[src/rtl/rf_writeback_queue.sv]
// Program-ordered writeback queue feeding the two write ports of the integer register file.
// Filters x0 and same-destination pair writes on entry, drains one pair per cycle, and reports pending writes.
module rf_writeback_queue #(
   parameter int DEPTH = 4,
   parameter int XLEN  = 64
) (
   input  logic                   clk,
   input  logic                   rst_n,
   input  logic                   in_valid,
   output logic                   in_ready,
   input  logic                   in_v0,
   input  logic [4:0]             in_rd0,
   input  logic [XLEN-1:0]        in_data0,
   input  logic                   in_v1,
   input  logic [4:0]             in_rd1,
   input  logic [XLEN-1:0]        in_data1,
   input  logic                   rf_hold,
   output logic                   Wen1,
   output logic [4:0]             Rd_addr1,
   output logic [XLEN-1:0]        write_data1,
   output logic                   Wen2,
   output logic [4:0]             Rd_addr2,
   output logic [XLEN-1:0]        write_data2,
   input  logic [4:0]             q_addr_a,
   input  logic [4:0]             q_addr_b,
   output logic                   q_pend_a,
   output logic                   q_pend_b,
   output logic [$clog2(DEPTH):0] count
);

   localparam int PW = $clog2(DEPTH);
   localparam int CW = PW + 1;

   typedef struct packed {
      logic            v0;
      logic [4:0]      rd0;
      logic [XLEN-1:0] data0;
      logic            v1;
      logic [4:0]      rd1;
      logic [XLEN-1:0] data1;
   } entry_t;

   entry_t          mem_q [DEPTH];
   entry_t          push_entry;
   entry_t          head;

   logic [PW-1:0]   wr_ptr_q, wr_ptr_d;
   logic [PW-1:0]   rd_ptr_q, rd_ptr_d;
   logic [CW-1:0]   count_q, count_d;

   logic            wen1_q, wen1_d;
   logic            wen2_q, wen2_d;
   logic [4:0]      rd_addr1_q, rd_addr1_d;
   logic [4:0]      rd_addr2_q, rd_addr2_d;
   logic [XLEN-1:0] wdata1_q, wdata1_d;
   logic [XLEN-1:0] wdata2_q, wdata2_d;

   logic            push;
   logic            pop;
   logic            v1_filt;
   logic [PW-1:0]   offs;
   logic            occ;

   assign in_ready = (count_q != CW'(DEPTH));
   assign push     = in_valid && in_ready;
   assign pop      = (count_q != '0) && !rf_hold;
   assign head     = mem_q[rd_ptr_q];

   // x0 is never written; on a same-destination pair the younger lane1 result wins.
   always_comb begin
      v1_filt          = in_v1 && (in_rd1 != 5'd0);
      push_entry.v1    = v1_filt;
      push_entry.rd1   = in_rd1;
      push_entry.data1 = in_data1;
      push_entry.v0    = in_v0 && (in_rd0 != 5'd0) && !(v1_filt && (in_rd1 == in_rd0));
      push_entry.rd0   = in_rd0;
      push_entry.data0 = in_data0;
   end

   always_comb begin
      wr_ptr_d   = push ? wr_ptr_q + PW'(1) : wr_ptr_q;
      rd_ptr_d   = pop  ? rd_ptr_q + PW'(1) : rd_ptr_q;
      count_d    = count_q;
      if (push && !pop)      count_d = count_q + CW'(1);
      else if (pop && !push) count_d = count_q - CW'(1);

      wen1_d     = 1'b0;
      wen2_d     = 1'b0;
      rd_addr1_d = rd_addr1_q;
      rd_addr2_d = rd_addr2_q;
      wdata1_d   = wdata1_q;
      wdata2_d   = wdata2_q;
      if (pop) begin
         wen1_d     = head.v0;
         rd_addr1_d = head.rd0;
         wdata1_d   = head.data0;
         wen2_d     = head.v1;
         rd_addr2_d = head.rd1;
         wdata2_d   = head.data1;
      end
   end

   always_ff @(posedge clk) begin
      if (!rst_n) begin
         wr_ptr_q   <= '0;
         rd_ptr_q   <= '0;
         count_q    <= '0;
         wen1_q     <= 1'b0;
         wen2_q     <= 1'b0;
         rd_addr1_q <= '0;
         rd_addr2_q <= '0;
         wdata1_q   <= '0;
         wdata2_q   <= '0;
      end else begin
         wr_ptr_q   <= wr_ptr_d;
         rd_ptr_q   <= rd_ptr_d;
         count_q    <= count_d;
         wen1_q     <= wen1_d;
         wen2_q     <= wen2_d;
         rd_addr1_q <= rd_addr1_d;
         rd_addr2_q <= rd_addr2_d;
         wdata1_q   <= wdata1_d;
         wdata2_q   <= wdata2_d;
      end
   end

   // NOTE: storage is deliberately not reset; count_q/rd_ptr_q decide which entries are live.
   always_ff @(posedge clk) begin
      if (push) mem_q[wr_ptr_q] <= push_entry;
   end

   // An entry is live when its distance from the read pointer is below the occupancy.
   always_comb begin
      q_pend_a = 1'b0;
      q_pend_b = 1'b0;
      offs     = '0;
      occ      = 1'b0;
      for (int i = 0; i < DEPTH; i++) begin
         offs = PW'(i) - rd_ptr_q;
         occ  = ({1'b0, offs} < count_q);
         if (occ && mem_q[i].v0 && (mem_q[i].rd0 == q_addr_a)) q_pend_a = 1'b1;
         if (occ && mem_q[i].v1 && (mem_q[i].rd1 == q_addr_a)) q_pend_a = 1'b1;
         if (occ && mem_q[i].v0 && (mem_q[i].rd0 == q_addr_b)) q_pend_b = 1'b1;
         if (occ && mem_q[i].v1 && (mem_q[i].rd1 == q_addr_b)) q_pend_b = 1'b1;
      end
      if (wen1_q && (rd_addr1_q == q_addr_a)) q_pend_a = 1'b1;
      if (wen2_q && (rd_addr2_q == q_addr_a)) q_pend_a = 1'b1;
      if (wen1_q && (rd_addr1_q == q_addr_b)) q_pend_b = 1'b1;
      if (wen2_q && (rd_addr2_q == q_addr_b)) q_pend_b = 1'b1;
      if (q_addr_a == 5'd0) q_pend_a = 1'b0;
      if (q_addr_b == 5'd0) q_pend_b = 1'b0;
   end

   assign Wen1        = wen1_q;
   assign Rd_addr1    = rd_addr1_q;
   assign write_data1 = wdata1_q;
   assign Wen2        = wen2_q;
   assign Rd_addr2    = rd_addr2_q;
   assign write_data2 = wdata2_q;
   assign count       = count_q;

endmodule

[config.mk]
export PLATFORM = sky130hd
export DESIGN_NAME = rf_writeback_queue
export DESIGN_NICKNAME = d
export VERILOG_FILES = /design/src/rtl/rf_writeback_queue.sv
export SDC_FILE = /design/constraint.sdc
export NUM_CORES = 1
export LEC_CHECK = 0
export BUFFER_PORTS_ARGS = -buffer_cell sky130_fd_sc_hd__buf_2
export CORE_MARGIN = 3
export CORE_UTILIZATION = 55
export CTS_CLUSTER_SIZE = 28
export DETAILED_ROUTE_END_ITERATION = 12
export PLACE_DENSITY = 0.73
export REMOVE_ABC_BUFFERS = 1
export SYNTH_ARGS = -nofsm -noshare
export SYNTH_HDL_FRONTEND = slang
export SYNTH_SLANG_ARGS = --single-unit
[constraint.sdc]
create_clock -name clk -period 7.7 [get_ports clk]
set_input_delay 1.54 -clock clk [delete_from_list [all_inputs] [get_ports clk]]
set_output_delay 1.54 -clock clk [all_outputs]
set_load 0.005 [all_outputs]
# Yosys cells after proc, flatten, opt, wreduce, memory -nomap -nowiden
# Memory sizes are Yosys's and may differ from the RTL's. A register that Yosys moved wholly into a read port is not among the register bits.
# Cells that the tools add are included.
# word_totals
output_inout_bits,146
register_bits,147
n_memories,1
ram_bits,560
# classes
n_addsub,8
eq_ne,22
order_cmp,4
reduce_logical,47
muxes,28
# memory_table
name,depth,word_bits,read_ports,rd_clocked_by_memory_dff,write_ports,line_no,text
mem_q,4,140,5,1,1,43,entry_t mem_q [DEPTH];
# ops
operator,n
5-bit == test,21
1-bit logical AND,36
1-bit 2-to-1 mux,24
2-bit by 3-bit less-than comparator with 1-bit output,4
5-bit logical NOT,2
5-bit nonzero test,2
3-bit 2-to-1 mux,2
"2-bit by 1-bit adder with 2-bit output, second input constant",2
1-bit logical NOT,4
2-bit 2-to-1 mux,2
"1-bit by 2-bit subtractor with 2-bit output, first input constant",2
"2-bit subtractor, first input constant",2
"3-bit by 1-bit adder with 3-bit output, second input constant",1
"3-bit != test, second input constant",1
3-bit nonzero test,1
"3-bit by 1-bit subtractor with 3-bit output, second input constant",1
2-bit AND reduction,1
2-bit nonzero test,1

# Logic depth before layout (Yosys ltp)
# depth
depth_word,15
depth_mapped,10
ltp_nobuf,9

# Worst setup path before layout
# OpenSTA, ideal clock, no wires.
# synth_path
path_kind,in2reg
startpoint,input in_valid
endpoint,"memory mem_q[0][0] in the netlist's numbering, enable pin"
stages,1
arrival_time_ps,4791
setup_slack_ps,2392
path_cell_list,and3_1
# synth_between
elab_chain_cells,3
# synth_rtl
item,line_no,text
start: declaration,9,"input logic in_valid,"
1-bit logical AND,65,assign push = in_valid && in_ready;
1-bit 2-to-1 mux,129,if (push) mem_q[wr_ptr_q] <= push_entry;
1-bit 2-to-1 mux (not written as such),129,
end: declaration,43,
# No other way between the ends.

# Worst setup path after layout
# layout_path
startpoint,input q_addr_b[2]
endpoint,output q_pend_b
# layout_between
elab_chain_cells,13
elab_cells_between_ends,32
classes_between,eq/ne: 10; mux: 11; reduce/logical: 11
# layout_rtl
item,line_no,text
start: declaration,25,"input logic [4:0] q_addr_b,"
5-bit == test,143,if (occ && mem_q[i].v0 && (mem_q[i].rd0 == q_addr_b)) q_pend_b = 1'b1;
1-bit logical AND,143,
1-bit 2-to-1 mux,143,
1-bit 2-to-1 mux,144,if (occ && mem_q[i].v1 && (mem_q[i].rd1 == q_addr_b)) q_pend_b = 1'b1;
1-bit 2-to-1 mux,143,
1-bit 2-to-1 mux,144,
1-bit 2-to-1 mux,143,
1-bit 2-to-1 mux,144,
1-bit 2-to-1 mux,143,
1-bit 2-to-1 mux,144,
1-bit 2-to-1 mux,148,if (wen1_q && (rd_addr1_q == q_addr_b)) q_pend_b = 1'b1;
1-bit 2-to-1 mux,149,if (wen2_q && (rd_addr2_q == q_addr_b)) q_pend_b = 1'b1;
1-bit 2-to-1 mux (*),151,if (q_addr_b == 5'd0) q_pend_b = 1'b0;
end: declaration,27,"output logic q_pend_b,"
# Every way passes the cells marked *; elsewhere a longest branch is shown, timed or not.

==> results.txt <==
The area of the mapped netlist is 0.02717 mm^2. In the finished design, the share of the clock period the worst path needs comes to 0.6071. The area of the die is between 0.05 and 0.06 mm^2. The number of buffers on the longest clock path is 3. The proportion of synthesized flip-flops having asynchronous set or reset is 0. The height of the die is approximately 230 um. The total overflow left after global routing is 0. The detailed-route via count came out at around 15000. The initial DRC count came out at roughly 890. The remaining routing DRC violations is 0.

The fraction of final layout cells with drive strength greater than 1 came out at 0.2917. The number of max-slew violations in the final report was 0. After detailed routing, the total wire length is ~60000 um.

Among all cell types in the netlist, the one instantiated most often is edfxtp_1. The synthesized design contains between 500 and 600 enable-type register cells. The clock period minus final worst setup slack came out at around 4700 ps. The post-cts resize count is 0.

Entering global routing, the biggest net connects 130 pins. The average cell area after synthesis came out at approximately 17 um^2. The congestion estimate from routability-driven global placement came to about 0.85. The dominant register cell in the synthesized netlist is edfxtp_1. The buffer cell driving the clock tree root is clkbuf_16. The final sum of negative setup slack came out at 0 ps. TritonCTS built the clock tree.

Summing all flip-flop and latch instances after layout gives a little under 0.02 mm^2. The critical path contains buffers and inverters numbering 2 combined. The worst-case setup slack after placement is slightly above 3000 ps.

Counting stages on the worst path, the most repeated cell is buf_2. The number of cells in the finished layout apart from fillers came out at 2613. Measured on the finished design, the core utilization comes to 0.6561. The clock transition at the registers of the reported paths is roughly 60 ps. The x dimension of the die is ~230 um. The total of flip-flops plus latches after synthesis is 709. The critical path's largest stage delay is ~500 ps.

The highest net fanout along the worst path is 11. The critical path is of the input pin to primary output type. The max-cap check violation count came out at 0. The power density relative to cell area is between 300 and 400 mW/mm^2. The initial antenna violation count was 18. For this run, the register share of the synthesized area comes to 0.7288. The total of warnings raised by yosys is 0. The routed wirelength normalized by instance count came out at 23.16 um.

The analysis attributes to cell leakage a power of 0.01099 uW. For the worst setup path, the data required time is between 6000 and 7000 ps. The count of nets left with antenna violations after detail routing is 0. The final-report hold violation count came out at 0.

The floorplan has 80 rows. The maximum clock frequency came out at 213.9 MHz. The highest ir drop seen on vdd came out at 0.2411 mV.

Summing all multi-input logic gate instances after layout gives around 0.0070 mm^2. The via count of the first global-routing pass is between 15000 and 20000. The count of placed standard cells including taps is 2462. Data on the critical path arrives at its endpoint at 3130 ps.

The average via count per standard cell came out at approximately 5.6. The count of input and output buffers came out at 299. The slew at the pin closest to its max-slew limit is 1033 ps. The startpoint type of the worst setup path is an input pin.

The share of the synthesized area in the top cell type is 0.6190. In the synthesized netlist, the cells that appear most often are edfxtp_1 (560), nand2_1 (281), dfxtp_1 (149), mux4_2 (140), a21boi_1 (109). Across every metal layer, demand over resource in global routing totals 0.2368.

The deepest level of the CTS H-tree is 3. The final clock skew is between 30 and 40 ps. The placeable core area came out at 0.04825 mm^2.

For this configuration, the core starts out at a cell density of 0.5631. The count of hold-fix buffers inserted at cts came out at 0. The top-level I/O count is 300. The critical path endpoint category is a primary output.

Counting every instance in the synthesized netlist gives approximately 1600. Before antenna repair, the detailed router went through 5 iterations. The total CTS buffers is between 70 and 80. Relative to the synthesized area, the layout overhead comes to 16.52%. The detailed placement HPWL is 35640 um. After synthesis, the cell types taking the most area are edfxtp_1 (62%), mux4_2 (12%), dfxtp_1 (11%). Setup violations remaining at the end of the flow were counted as 0.

The number of clock sinks seen by CTS came out at approximately 710. The cell type group with the largest total delay on the critical path is simple AND/OR/NAND/NOR gates. The signal on the critical path passes through buf_2, xor2_1, nor3_1, nand3_1, o22ai_1, or4_1, o22a_1, buf_2. The number of different library cells used by synthesis comes to 40.

Setup repair after global routing left no endpoint under its margin. The first-pass GRT wire length came out at between 90000 and 100000 um. The clock latency on the worst-skew pair came out at slightly above 600 ps. The biggest area consumer among synthesized cells is edfxtp_1. The minimum setup slack in the final design came out at a little over 3000 ps. The post-CTS setup buffer count is 0. The worst hold path belongs to the class register to register.

The filler cells instantiated in the layout total 3356. The number of nets at the end of the flow is just over 2000. The largest individual stage delay along the critical path comes from the cell or4_1. The worst max-slew margin expressed relative to the limit is 0.3111. The flow ran to the end, and the final reports show no timing, DRC or antenna violations.
## worst min-delay path, cell delays in order (launching register included)
cell,delay (ps)
dfxtp_1,300
nand2_1,50
a21boi_1,50
## cells in the final DEF (no fill, tap or decap), drive strengths merged, types with 3 or more instances in the layout
master	Yosys	routed
a21boi	141	141
a21oi	5	5
and2	7	7
and3	6	6
buf	54	314
bufinv	0	3
clkbuf	35	101
clkinv	0	27
clkinvlp	0	4
dfxtp	149	149
diode	0	13
edfxtp	560	560
ha	9	9
inv	7	10
mux4	140	140
nand2	281	281
nand3	16	16
nand4	6	6
nor2	5	5
nor3	12	12
nor4	9	9
o21ai	8	8
or4	5	5
xnor2	47	47
xor2	64	64
## cell type report
type,instances,share of cell area
clock inverters,37,0.01095
well taps,656,0.02593
diodes,13,0.001028
inverters,7,0.0009092
clock buffers,101,0.06396
flip-flops and latches,709,0.6257
repair buffers,314,0.05182
multi-input cells,776,0.2197
## report_power, final
| group | internal [uW] | switching (uW) | leakage (uW) |
|---|---|---|---|
| combinational | 994 | 1170 | 0.00350 |
| clock | 1970 | 1470 | 0.00114 |
| sequential | 4720 | 284 | 0.00635 |
## through the flow
step                      cell area, um^2  total power (uW)  hold WS, ps
after floorplan                     26750              6657        451.4
after global placement              29250              7230        437.3
after detailed placement            29250              7291        442.0
after CTS                           31620             10730        450.4
after global routing                31640             11110        464.3
final                               31650             10600        446.9
## final timing paths
check,startpoint,endpoint,slack (ps),depth (start not counted)
worst max-delay path,q_addr_b[2],q_pend_b,3030,8
worst min-delay path,write_data1[30],write_data1[30],450,2
worst max register to register,count[2],Rd_addr1[2],4410,6
worst min register to register,write_data1[30],write_data1[30],450,2
## layer usage
layer / track usage / part of all wire
met4: 0.06630 / 0.023
met5: 0 / 0.0019
met2: 0.3911 / 0.50
met3: 0.06861 / 0.070
met1: 0.3106 / 0.41
## cell families after synthesis
group | after synthesis | share of synthesized area
buffers and inverters | 96 | 0.01617
adder cells (fa/ha/maj) | 10 | 0.004882
AO/OA/AOI/OAI | 161 | 0.04371
multiplexers | 142 | 0.1168
XOR/XNOR | 111 | 0.03579
AND/OR/NAND/NOR | 352 | 0.05384
flip-flops | 709 | 0.7288
## sequential cells by signal (all words and copies together), names as in the netlist, named ones only
name,cells
Rd_addr2,5
Rd_addr1,5
count,3
rd_ptr_q,2
write_data1,64
write_data2,64
mem_q,560
Wen2,1
Wen1,1
wr_ptr_q,2
No activity file was read; power rests on OpenSTA's default activity.
